--- src/rtl/convertir_bornes_bcd_seq.sv ---
// Sequential die-range converter: turns the face count max_de + 1 - min_de into N_DIG BCD
// digits by double dabble, with blanking, saturation and range-error flags.
module convertir_bornes_bcd_seq #(
  parameter int unsigned W_IN  = 7,
  parameter int unsigned N_DIG = 3
) (
  input  logic                 clk,
  input  logic                 reset,
  input  logic                 start,
  input  logic [W_IN-1:0]      min_de,
  input  logic [W_IN-1:0]      max_de,
  output logic [4*N_DIG-1:0]   bcd,
  output logic [N_DIG-1:0]     en,
  output logic                 busy,
  output logic                 done,
  output logic                 ovf,
  output logic                 err
);

  // Decimal digits needed to hold 2^w, the largest possible face count.
  function automatic int unsigned dec_digits(input int unsigned w);
    longint unsigned p;
    int unsigned     n;
    p = 64'd1 << w;
    n = 0;
    for (int i = 0; i < 21; i++) begin
      if (p != 0) begin
        p = p / 10;
        n++;
      end
    end
    return n;
  endfunction

  localparam int unsigned VW = W_IN + 1;
  localparam int unsigned HD = dec_digits(W_IN);
  localparam int unsigned ND = (HD > N_DIG) ? HD : N_DIG;
  localparam int unsigned SW = 4 * ND;
  localparam int unsigned CW = $clog2(VW);

  localparam logic [1:0] IDLE   = 2'd0;
  localparam logic [1:0] SHIFT  = 2'd1;
  localparam logic [1:0] FINISH = 2'd2;

  logic [1:0]          state_q;
  logic [VW-1:0]       val_q;
  logic [SW-1:0]       scr_q;
  logic [SW-1:0]       scr_next;
  logic [CW-1:0]       cnt_q;
  logic                err_lat_q;
  logic [4*N_DIG-1:0]  bcd_q;
  logic [N_DIG-1:0]    en_q;
  logic                ovf_q;
  logic                err_q;
  logic                done_q;

  logic                range_err;
  logic [VW-1:0]       v_init;
  logic                hi_nz;
  logic [4*N_DIG-1:0]  res_bcd;
  logic [4*N_DIG-1:0]  sat_bcd;
  logic [N_DIG-1:0]    res_en;

  assign range_err = min_de > max_de;
  assign v_init    = range_err ? '0 : ({1'b0, max_de} + VW'(1) - {1'b0, min_de});

  // One double-dabble step: add 3 to columns >= 5, then shift {scratch, value} left by one.
  always_comb begin
    logic [3:0] nib;
    logic       carry;
    carry    = val_q[VW-1];
    scr_next = '0;
    for (int i = 0; i < int'(ND); i++) begin
      nib = scr_q[4*i +: 4];
      if (nib >= 4'd5) nib = nib + 4'd3;
      scr_next[4*i +: 4] = {nib[2:0], carry};
      carry = nib[3];
    end
  end

  // Result formatting from the finished scratch register.
  always_comb begin
    logic nz;
    hi_nz = 1'b0;
    for (int i = int'(N_DIG); i < int'(ND); i++) begin
      hi_nz = hi_nz | (|scr_q[4*i +: 4]);
    end
    res_bcd = scr_q[4*N_DIG-1:0];
    sat_bcd = '0;
    res_en  = '0;
    nz      = 1'b0;
    for (int i = int'(N_DIG) - 1; i >= 0; i--) begin
      nz = nz | (|res_bcd[4*i +: 4]);
      res_en[i] = nz;
      sat_bcd[4*i +: 4] = 4'd9;
    end
    res_en[0] = 1'b1;
  end

  always_ff @(posedge clk or posedge reset) begin
    if (reset) begin
      state_q   <= IDLE;
      val_q     <= '0;
      scr_q     <= '0;
      cnt_q     <= '0;
      err_lat_q <= 1'b0;
      bcd_q     <= '0;
      en_q      <= '0;
      ovf_q     <= 1'b0;
      err_q     <= 1'b0;
      done_q    <= 1'b0;
    end else begin
      done_q <= 1'b0;
      case (state_q)
        IDLE: begin
          if (start) begin
            val_q     <= v_init;
            err_lat_q <= range_err;
            scr_q     <= '0;
            cnt_q     <= '0;
            state_q   <= SHIFT;
          end
        end
        SHIFT: begin
          scr_q <= scr_next;
          val_q <= {val_q[VW-2:0], 1'b0};
          cnt_q <= cnt_q + CW'(1);
          if (cnt_q == CW'(W_IN)) state_q <= FINISH;
        end
        FINISH: begin
          if (err_lat_q) begin
            bcd_q <= '0;
            en_q  <= N_DIG'(1);
            ovf_q <= 1'b0;
            err_q <= 1'b1;
          end else if (hi_nz) begin
            bcd_q <= sat_bcd;
            en_q  <= '1;
            ovf_q <= 1'b1;
            err_q <= 1'b0;
          end else begin
            bcd_q <= res_bcd;
            en_q  <= res_en;
            ovf_q <= 1'b0;
            err_q <= 1'b0;
          end
          done_q  <= 1'b1;
          state_q <= IDLE;
        end
        default: state_q <= IDLE;
      endcase
    end
  end

  assign busy = (state_q != IDLE);
  assign done = done_q;
  assign bcd  = bcd_q;
  assign en   = en_q;
  assign ovf  = ovf_q;
  assign err  = err_q;

endmodule

--- config.mk ---
export PLATFORM = sky130hd
export DESIGN_NAME = convertir_bornes_bcd_seq
export DESIGN_NICKNAME = d
export VERILOG_FILES = /design/src/rtl/convertir_bornes_bcd_seq.sv
export SDC_FILE = /design/constraint.sdc
export NUM_CORES = 1
export LEC_CHECK = 0
export ABC_CLOCK_PERIOD_IN_PS = 1780
export BUFFER_PORTS_ARGS = -buffer_cell sky130_fd_sc_hd__buf_2
export CAP_MARGIN = 40
export CORE_AREA = 2 2 103 105
export DETAILED_ROUTE_END_ITERATION = 8
export DIE_AREA = 0 0 105 107
export SLEW_MARGIN = 15
export SYNTH_ARGS = -nofsm -noshare
export SYNTH_HDL_FRONTEND = slang
export SYNTH_SLANG_ARGS = --single-unit
--- constraint.sdc ---
create_clock -name clk -period 1.78 [get_ports clk]
set_input_delay 0.089 -clock clk [delete_from_list [all_inputs] [get_ports clk]]
set_output_delay 0.089 -clock clk [all_outputs]
set_load 0.01 [all_outputs]
==> results of run 1 <==
-- through the flow --
step / instances / power, W
2_1_floorplan: 253 / 0.003096
3_3_place_gp: 424 / 0.003611
3_5_place_dp: 424 / 0.003669
6_report: 433 / 0.004371
4_1_cts: 433 / 0.004439
5_1_grt: 433 / 0.004807
-- layer usage --
layer	wire length, um	part of all wire (%)
met1	2248	49
met2	2125	46
met3	235	5.1
met4	19	0.41
met5	0	0
-- sequential cells by signal, summed over array words and instances (netlist names) --
register   count
bcd           12
res_bcd       12
val_q          8
cnt_q          3
en             3
state_q        2
done           1
err            1
err_lat_q      1
-- kinds of logic (layout without fill, tap and decap cells) --
group	Yosys count	after routing	synth area share (%)
AOI/OAI and AO/OA	75	75	19.49
and+or+nand+nor	60	60	12.33
DFF	43	43	43.09
buffers and inverters	33	77	5.661
adders and majority gates	30	30	15.33
xor gates and xnor gates	10	10	3.507
other	1	1	0.1502
muxes	1	1	0.4509
-- worst max-delay path, stage by stage --
cell,delay (ns)
buf_2,0.07
inv_1,0.04
ha_1,0.31
inv_1,0.05
ha_1,0.22
fa_2,0.37
a211oi_2,0.19
o21bai_1,0.11
a21oi_2,0.15
xnor2_1,0.12
o21ai_1,0.07
-- synth_stat cells (5+ instances only) --
library cell	number	share of area, %
dfrtp_1	43	43
ha_1	29	15
nand2_1	24	3.6
inv_1	23	3.5
a21oi_1	17	3.4
o21ai_0	15	3.0
nand2b_1	11	2.8
o31ai_1	11	3.3
o21ai_1	9	1.8
nor2_1	6	0.90
xnor2_1	6	2.1
buf_2	5	1.0
-- area by class of cell --
class	instances	area [um2]
multi-input combinational	177	1282
sequential	43	1076
tap	136	170.2
inverter	23	86.33
clock buffer	5	68.82
timing repair buffer	46	262.8
fill	1107	7102
clock inverter	3	43.79
-- power groups by stage --
| stage | logic [W] | registers [W] | clock network (W) |
|---|---|---|---|
| CTS | 0.00197 | 0.00169 | 0.000782 |
| global placement | 0.00193 | 0.00169 | 0 |
| floorplan | 0.00141 | 0.00168 | 0 |
| finish | 0.00194 | 0.00168 | 0.000755 |
| detailed placement | 0.00196 | 0.00170 | 0 |
| global route | 0.00223 | 0.00175 | 0.000824 |
-- how the worst max path moves through the flow --
stage	to	slack (ns)	cells past startpoint
after CTS	val_q[7]	0.17	10
after detailed placement	val_q[7]	-0.16	11
after floorplan	val_q[7]	0.03	10
final	val_q[7]	0.18	11
after global placement	val_q[7]	-0.12	11
after global routing	val_q[7]	0.05	11
==> summary.txt, run 1 <==
Synth
  • Mapped Nets: 300
  • Count of state elements after synthesis: 43
  • Synthesized area: approximately 2500 um2
  • Syn Area/Cell: around 10 um2
  • Seq/Total Area, Yosys: roughly 43%
  • Synth Flop Type: dfrtp_1
  • Synth async-reset ratio: between 90% and 100%
  • EDFF count, synth: 0
  • Synthesized instance count: roughly 250
  • Synth warn: 0
  • Post-synth cell types: 39

Routing
  • WL per Instance: approximately 11 um
  • Iter 0 DRT Violations: between 50 and 60
  • Drt pass-1 iters: 4
  • Routed Antenna Nets: 0
  • Vias per inst: roughly 4.2
  • DRT Wirelength: around 4600 um
  • DRC: 0
  • Vias: between 1500 and 2000

Setup path
  • R2R setup slack: 0.21 ns
  • WP data arrival: around 1.8 ns
  • Worst Setup SP: max_de[1]
  • Worst Reg-to-Reg Cells: 5
  • Kind of critical path: in -> reg
  • Worst-path fanout max: 3
  • Worst r2r dst: en[1]
  • Crit. End Element: flop
  • Crit start category: input port
  • Reg2reg start: res_bcd[8]
  • Worst Path Required: between 1.5 and 2 ns

Floorplan
  • Top Ports: 36
  • Starting Density: approximately 25%
  • Die Height: ~110 um
  • Row cnt: 37
  • Core area: roughly 10000 um2
  • Die ar.: between 10000 and 15000 um2
  • Die W: approximately 110 um

Power
  • Switching share of power: between 30% and 40%
  • P per Cell Area: roughly 1500 nW/um2
  • Worst vdd ir: 0.5098 mV
  • Switch Pwr: between 0.0015 and 0.002 W
  • Leakage: approximately 1.4 nW
  • Internal power: 0.002659 W
  • Clock group share of total power: around 17%
  • Combinational Power Share: approximately 44%
  • Flop pwr share: about two fifths

Place
  • Placer Congestion: slightly below 0.8
  • Post-detailed-placement half-perimeter wirelength: 3566 um
  • Setup WS pre-CTS: -0.1552 ns
  • Port Buffer Count: 34
  • Post-DP Area: between 2000 and 3000 um2

Clock network
  • Clock slew at reported path FFs: approximately 0.080 ns
  • CTS resizes: 0
  • Hold buffer count at cts: 1
  • H-Tree Depth: 2
  • Clk buf depth: 2
  • Root Driver: clkbuf_8
  • Inserted Clock Buffers: 5
  • Later-pin clock latency in the skew report: between 0.2 and 0.3 ns
  • Setup Buffers After CTS: 0
  • CTS tree: built
  • Sink Count: 43

Global routing
  • GRT Max-Usage Layer: met2
  • Met1 Track Usage GR: a little under an eighth
  • GRT Total Usage: 8.973%
  • Initial antenna violation count: 1
  • Total congestion overflow: 0
  • First-pass GRT wire length: 8307 um
  • Grt met2 use: 14.89%
  • GR Util met3: under 10%
  • Largest net degree at the start of global routing: 44
  • Vias in the first global route: 1863

STA
  • Max_slew headroom: between 60% and 70%
  • Final Hold Vio Count: 0
  • Final Slew Violations: 0
  • Worst Slack Setup Final: approximately 0.18 ns
  • Final setup viols: 0
  • Setup total negative slack: 0 ns
  • Tightest hold margin: ~0.13 ns
  • Tcrit/Tclk final: between 80 and 90%
  • Fmax achieved: 624.5 MHz
  • Worst Max-Slew Pin Slew: between 0.5 and 0.6 ns
  • Worst Clk Skew: 0.008118 ns
  • Tmin final: around 1.6 ns
  • RSZ-0062 raised after global routing: no

Finish
  • Final Cell Area: approximately 3000 um2
  • Nets: between 300 and 400
  • Area Overhead vs Synth: 19.74%
  • Commonest non-fill, non-tap cell in the layout: dfrtp_1
  • Final Util: between 20 and 30%
  • Most frequent cells in the layout: dfrtp_1 (43), buf_2 (34), ha_1 (29)
  • # diodes: 0
  • Share of cells above drive strength 1: a little under a quarter

Hold path
  • Hold Path Sink: state_q[0]
  • Hold Crit Class: in -> reg
  • Min-delay src: start
  • WHS Path Cells: 3

Run status
  • Status: complete, no violations

Run
  • Max-cap violation count: 0
Note: power is estimated with default switching activity, not from simulation.
==> inputs of run 2 (changes only) <==
ABC_AREA = 1   (was default)
CORE_AREA = 2 2 116 96   (was 2 2 103 105)
DIE_AREA = 0 0 118 98   (was 0 0 105 107)
==> summary.txt, run 2 <==
Run status
  • Status: complete, no violations

Hold path
  • WHS Path Cells: 3 (unchanged)
  • Hold Crit Class: in -> reg
  • Min-delay src: start
  • Hold Path Sink: state_q[0]

Floorplan
  • Die ar.: 11560 um2 (+2.9%)
  • Top Ports: 36 (unchanged)
  • Core area: 10510 um2 (+4.1%)
  • Row cnt: 34 (-8.1%)
  • Starting Density: 24.20% (-0.55 points)
  • Die W: 118 um (+12%)
  • Die Height: 98 um (-8.4%)

Clock network
  • Later-pin clock latency in the skew report: 0.28 ns (about the same)
  • Root Driver: clkbuf_16
  • Sink Count: 43 (unchanged)
  • Clock slew at reported path FFs: 0.06 ns (-0.02 ns)
  • H-Tree Depth: 2 (unchanged)
  • Setup Buffers After CTS: 0 (unchanged)
  • Hold buffer count at cts: 1 (unchanged)
  • Clk buf depth: 2 (unchanged)
  • Inserted Clock Buffers: 5 (unchanged)
  • CTS tree: built
  • CTS resizes: 0 (unchanged)

Routing
  • Iter 0 DRT Violations: 105 (+94%)
  • DRT Wirelength: 5018 um (+8.4%)
  • Drt pass-1 iters: 4 (unchanged)
  • Vias: 2022 (+10%)
  • Top sig layer: met4
  • Met3 routed WL: 206 um (-12%)
  • DRC: 0 (unchanged)
  • Met2 WL: 2133 um (+0.38%)
  • WL per Instance: 10.41 um (-2.6%)
  • Routed Antenna Nets: 0 (unchanged)
  • Vias per inst: 4.195 (-0.96%)
  • WL met1: 2623 um (+17%)

Synth
  • Mapped Nets: 345 (+15%)
  • Mux contribution to synthesized area: 0% (-0.45 points)
  • Post-synth top area cell: dfrtp_1
  • Synth cell count leaders: nand2_1 (69), dfrtp_1 (43), inv_1 (37)
  • Top-area cell type share of the netlist area: 42.32% (-0.76 points)
  • Compound-Gate Fraction of Synth Area: 14.37% (-5.1 points)
  • Count of state elements after synthesis: 43 (unchanged)
  • Ranking of synthesized cells by area: dfrtp_1 (42%), ha_1 (14%), nand2_1 (10%), inv_1 (5.5%), o21ai_1 (4.1%)
  • Syn Area/Cell: 8.532 um2 (-14%)
  • EDFF count, synth: 0 (unchanged)
  • Synth Area in Adders: 15.06% (-0.27 points)
  • Main combinational cell family by area after synthesis: simple AND/OR/NAND/NOR gates
  • Post-Synth XOR/XNOR Area: 1.033% (-2.5 points)
  • Seq/Total Area, Yosys: 42.32% (-0.76 points)
  • Synth warn: 0 (unchanged)
  • Count leader, synth: nand2_1
  • Synth async-reset ratio: 100.0% (unchanged)
  • Synth Area in Simple Gates: 18.80% (+6.5 points)
  • Post-synth cell types: 30 (-23%)
  • Synthesized area: 2542 um2 (+1.8%)
  • Synthesized instance count: 298 (+18%)
  • Synth Flop Type: dfrtp_1

Finish
  • Most frequent cells in the layout: nand2_1 (69), dfrtp_1 (43), inv_1 (37)
  • Fillers: 1132 (+2.3%)
  • Final Cell Area: 3065 um2 (+2.5%)
  • Nets: 384 (+12%)
  • Commonest non-fill, non-tap cell in the layout: nand2_1
  • Share of cells above drive strength 1: 20.71% (-1.8 points)
  • Area Overhead vs Synth: 20.57%
  • # diodes: 0 (unchanged)

Setup path
  • Kind of critical path: reg -> reg
  • Reg2reg start: res_bcd[0]
  • Worst r2r dst: res_bcd[2]
  • Worst-path fanout max: 4 (+1)
  • R2R setup slack: 0.28 ns (+0.07 ns)
  • Worst Reg-to-Reg Cells: 7 (+2)
  • WP data arrival: 1.66 ns (-0.12 ns)
  • Crit. End Element: flop
  • Worst Path Required: 1.94 ns (-0.02 ns)
  • Crit start category: flop

Global routing
  • Largest net degree at the start of global routing: 44 (unchanged)
  • First-pass GRT wire length: 8859 um (+6.6%)
  • GRT Total Usage: 9.161% (+0.19 points)
  • Vias in the first global route: 1961 (+5.3%)
  • Total congestion overflow: 0 (unchanged)
  • Initial antenna violation count: 0 (-1)

STA
  • Final setup viols: 0 (unchanged)
  • RSZ-0062 raised after global routing: no
  • Fmax achieved: 666.1 MHz (+6.7%)
  • Final Slew Violations: 0 (unchanged)
  • Max_slew headroom: 63.40% (-0.28 points)
  • Worst Clk Skew: 0.004970 ns (-0.003148 ns)
  • Tmin final: 1.501 ns (-0.1000 ns)
  • Final Hold Vio Count: 0 (unchanged)
  • Setup total negative slack: 0 ns (unchanged)
  • Worst Max-Slew Pin Slew: 0.5490 ns (+0.004214 ns)
  • Tcrit/Tclk final: 84.34% (-5.6 points)
  • Tightest hold margin: 0.1369 ns (+0.003915 ns)

Place
  • Port Buffer Count: 34 (unchanged)
  • Placer Congestion: 0.7348 (-4.6%)
  • Post-DP Area: 2882 um2 (+0.48%)
  • Post-detailed-placement half-perimeter wirelength: 3747 um (+5.1%)

Run
  • Max-cap violation count: 0 (unchanged)

Power
  • Leakage: 1.580 nW (+9.6%)
  • P per Cell Area: 1520 nW/um2 (+4.0%)
  • Worst vdd ir: 0.4676 mV (-8.3%)
run 2: cell types whose count changed in the layout (fill, tap and decap cells not counted), moves of 9 or more:
cell,change
o31ai_1,-11
inv_1,+14
o21ai_1,+12
nand2_1,+45
nand2b_1,-11
nand3_1,+11
inv_2,+9
o21ai_2,+10
run 2: routing by layer:
layer,vias to the layer above,GRT usage (%)
met5,-,0
met4,0,2.688
met3,5,2.044
met2,39,14.18
met1,937,12.83
li1,1041,-
run 2: worst max-delay path by stage:
stage / start / end / cells after the start
after floorplan: max_de[1] / val_q[5] / 10
after global placement: max_de[1] / val_q[5] / 11
after detailed placement: max_de[1] / val_q[5] / 11
after CTS: res_bcd[0] / res_bcd[2] / 7
after global routing: res_bcd[8] / res_bcd[10] / 10
final: res_bcd[0] / res_bcd[2] / 7
run 2: area by class of cell:
class | count | area, um2 | share of cell area, %
clock buffer | 6 | 138.9 | 4.531
tap | 144 | 180.2 | 5.878
multi-input combinational | 202 | 1256 | 40.98
sequential | 43 | 1076 | 35.10
timing repair buffer | 38 | 202.7 | 6.612
clock inverter | 2 | 35.03 | 1.143
inverter | 47 | 176.4 | 5.755
run 2: cells by family (layout without fill, tap and decap cells):
logic type,Yosys count,count (layout)
buffers and inverters,53,93
and+or+nand+nor,109,109
xor gates and xnor gates,3,3
DFF,43,43
adders and majority gates,30,30
other,1,1
AOI/OAI and AO/OA,59,59
run 2: metrics by stage:
| step | total power [W] | cells | util (%) | worst slack (ns) |
|---|---|---|---|---|
| after floorplan | 0.003078 | 298 | - | 0.2704 |
| after global placement | 0.003574 | 473 | 27.42 | 0.1199 |
| after detailed placement | 0.003642 | 473 | 27.42 | 0.05541 |
| after CTS | 0.004718 | 482 | 29.17 | 0.2856 |
| after global routing | 0.005089 | 482 | 29.17 | 0.1454 |
| final | 0.004659 | 482 | 29.17 | 0.2788 |
run 2: power by group:
group / switching [W] / internal [W]
clock network: 0.000357 / 0.000697
logic: 0.00122 / 0.000770
registers: 0.000240 / 0.00138
total: 0.00181 / 0.00285
run 2: critical path, cell delays in order, from the launching register on:
cell and delay (ns):
dfrtp_1 0.39, inv_1 0.12, ha_1 0.22, or2_1 0.26
nand3_1 0.15, a21oi_1 0.08, o21ai_0 0.08, o21ai_1 0.09
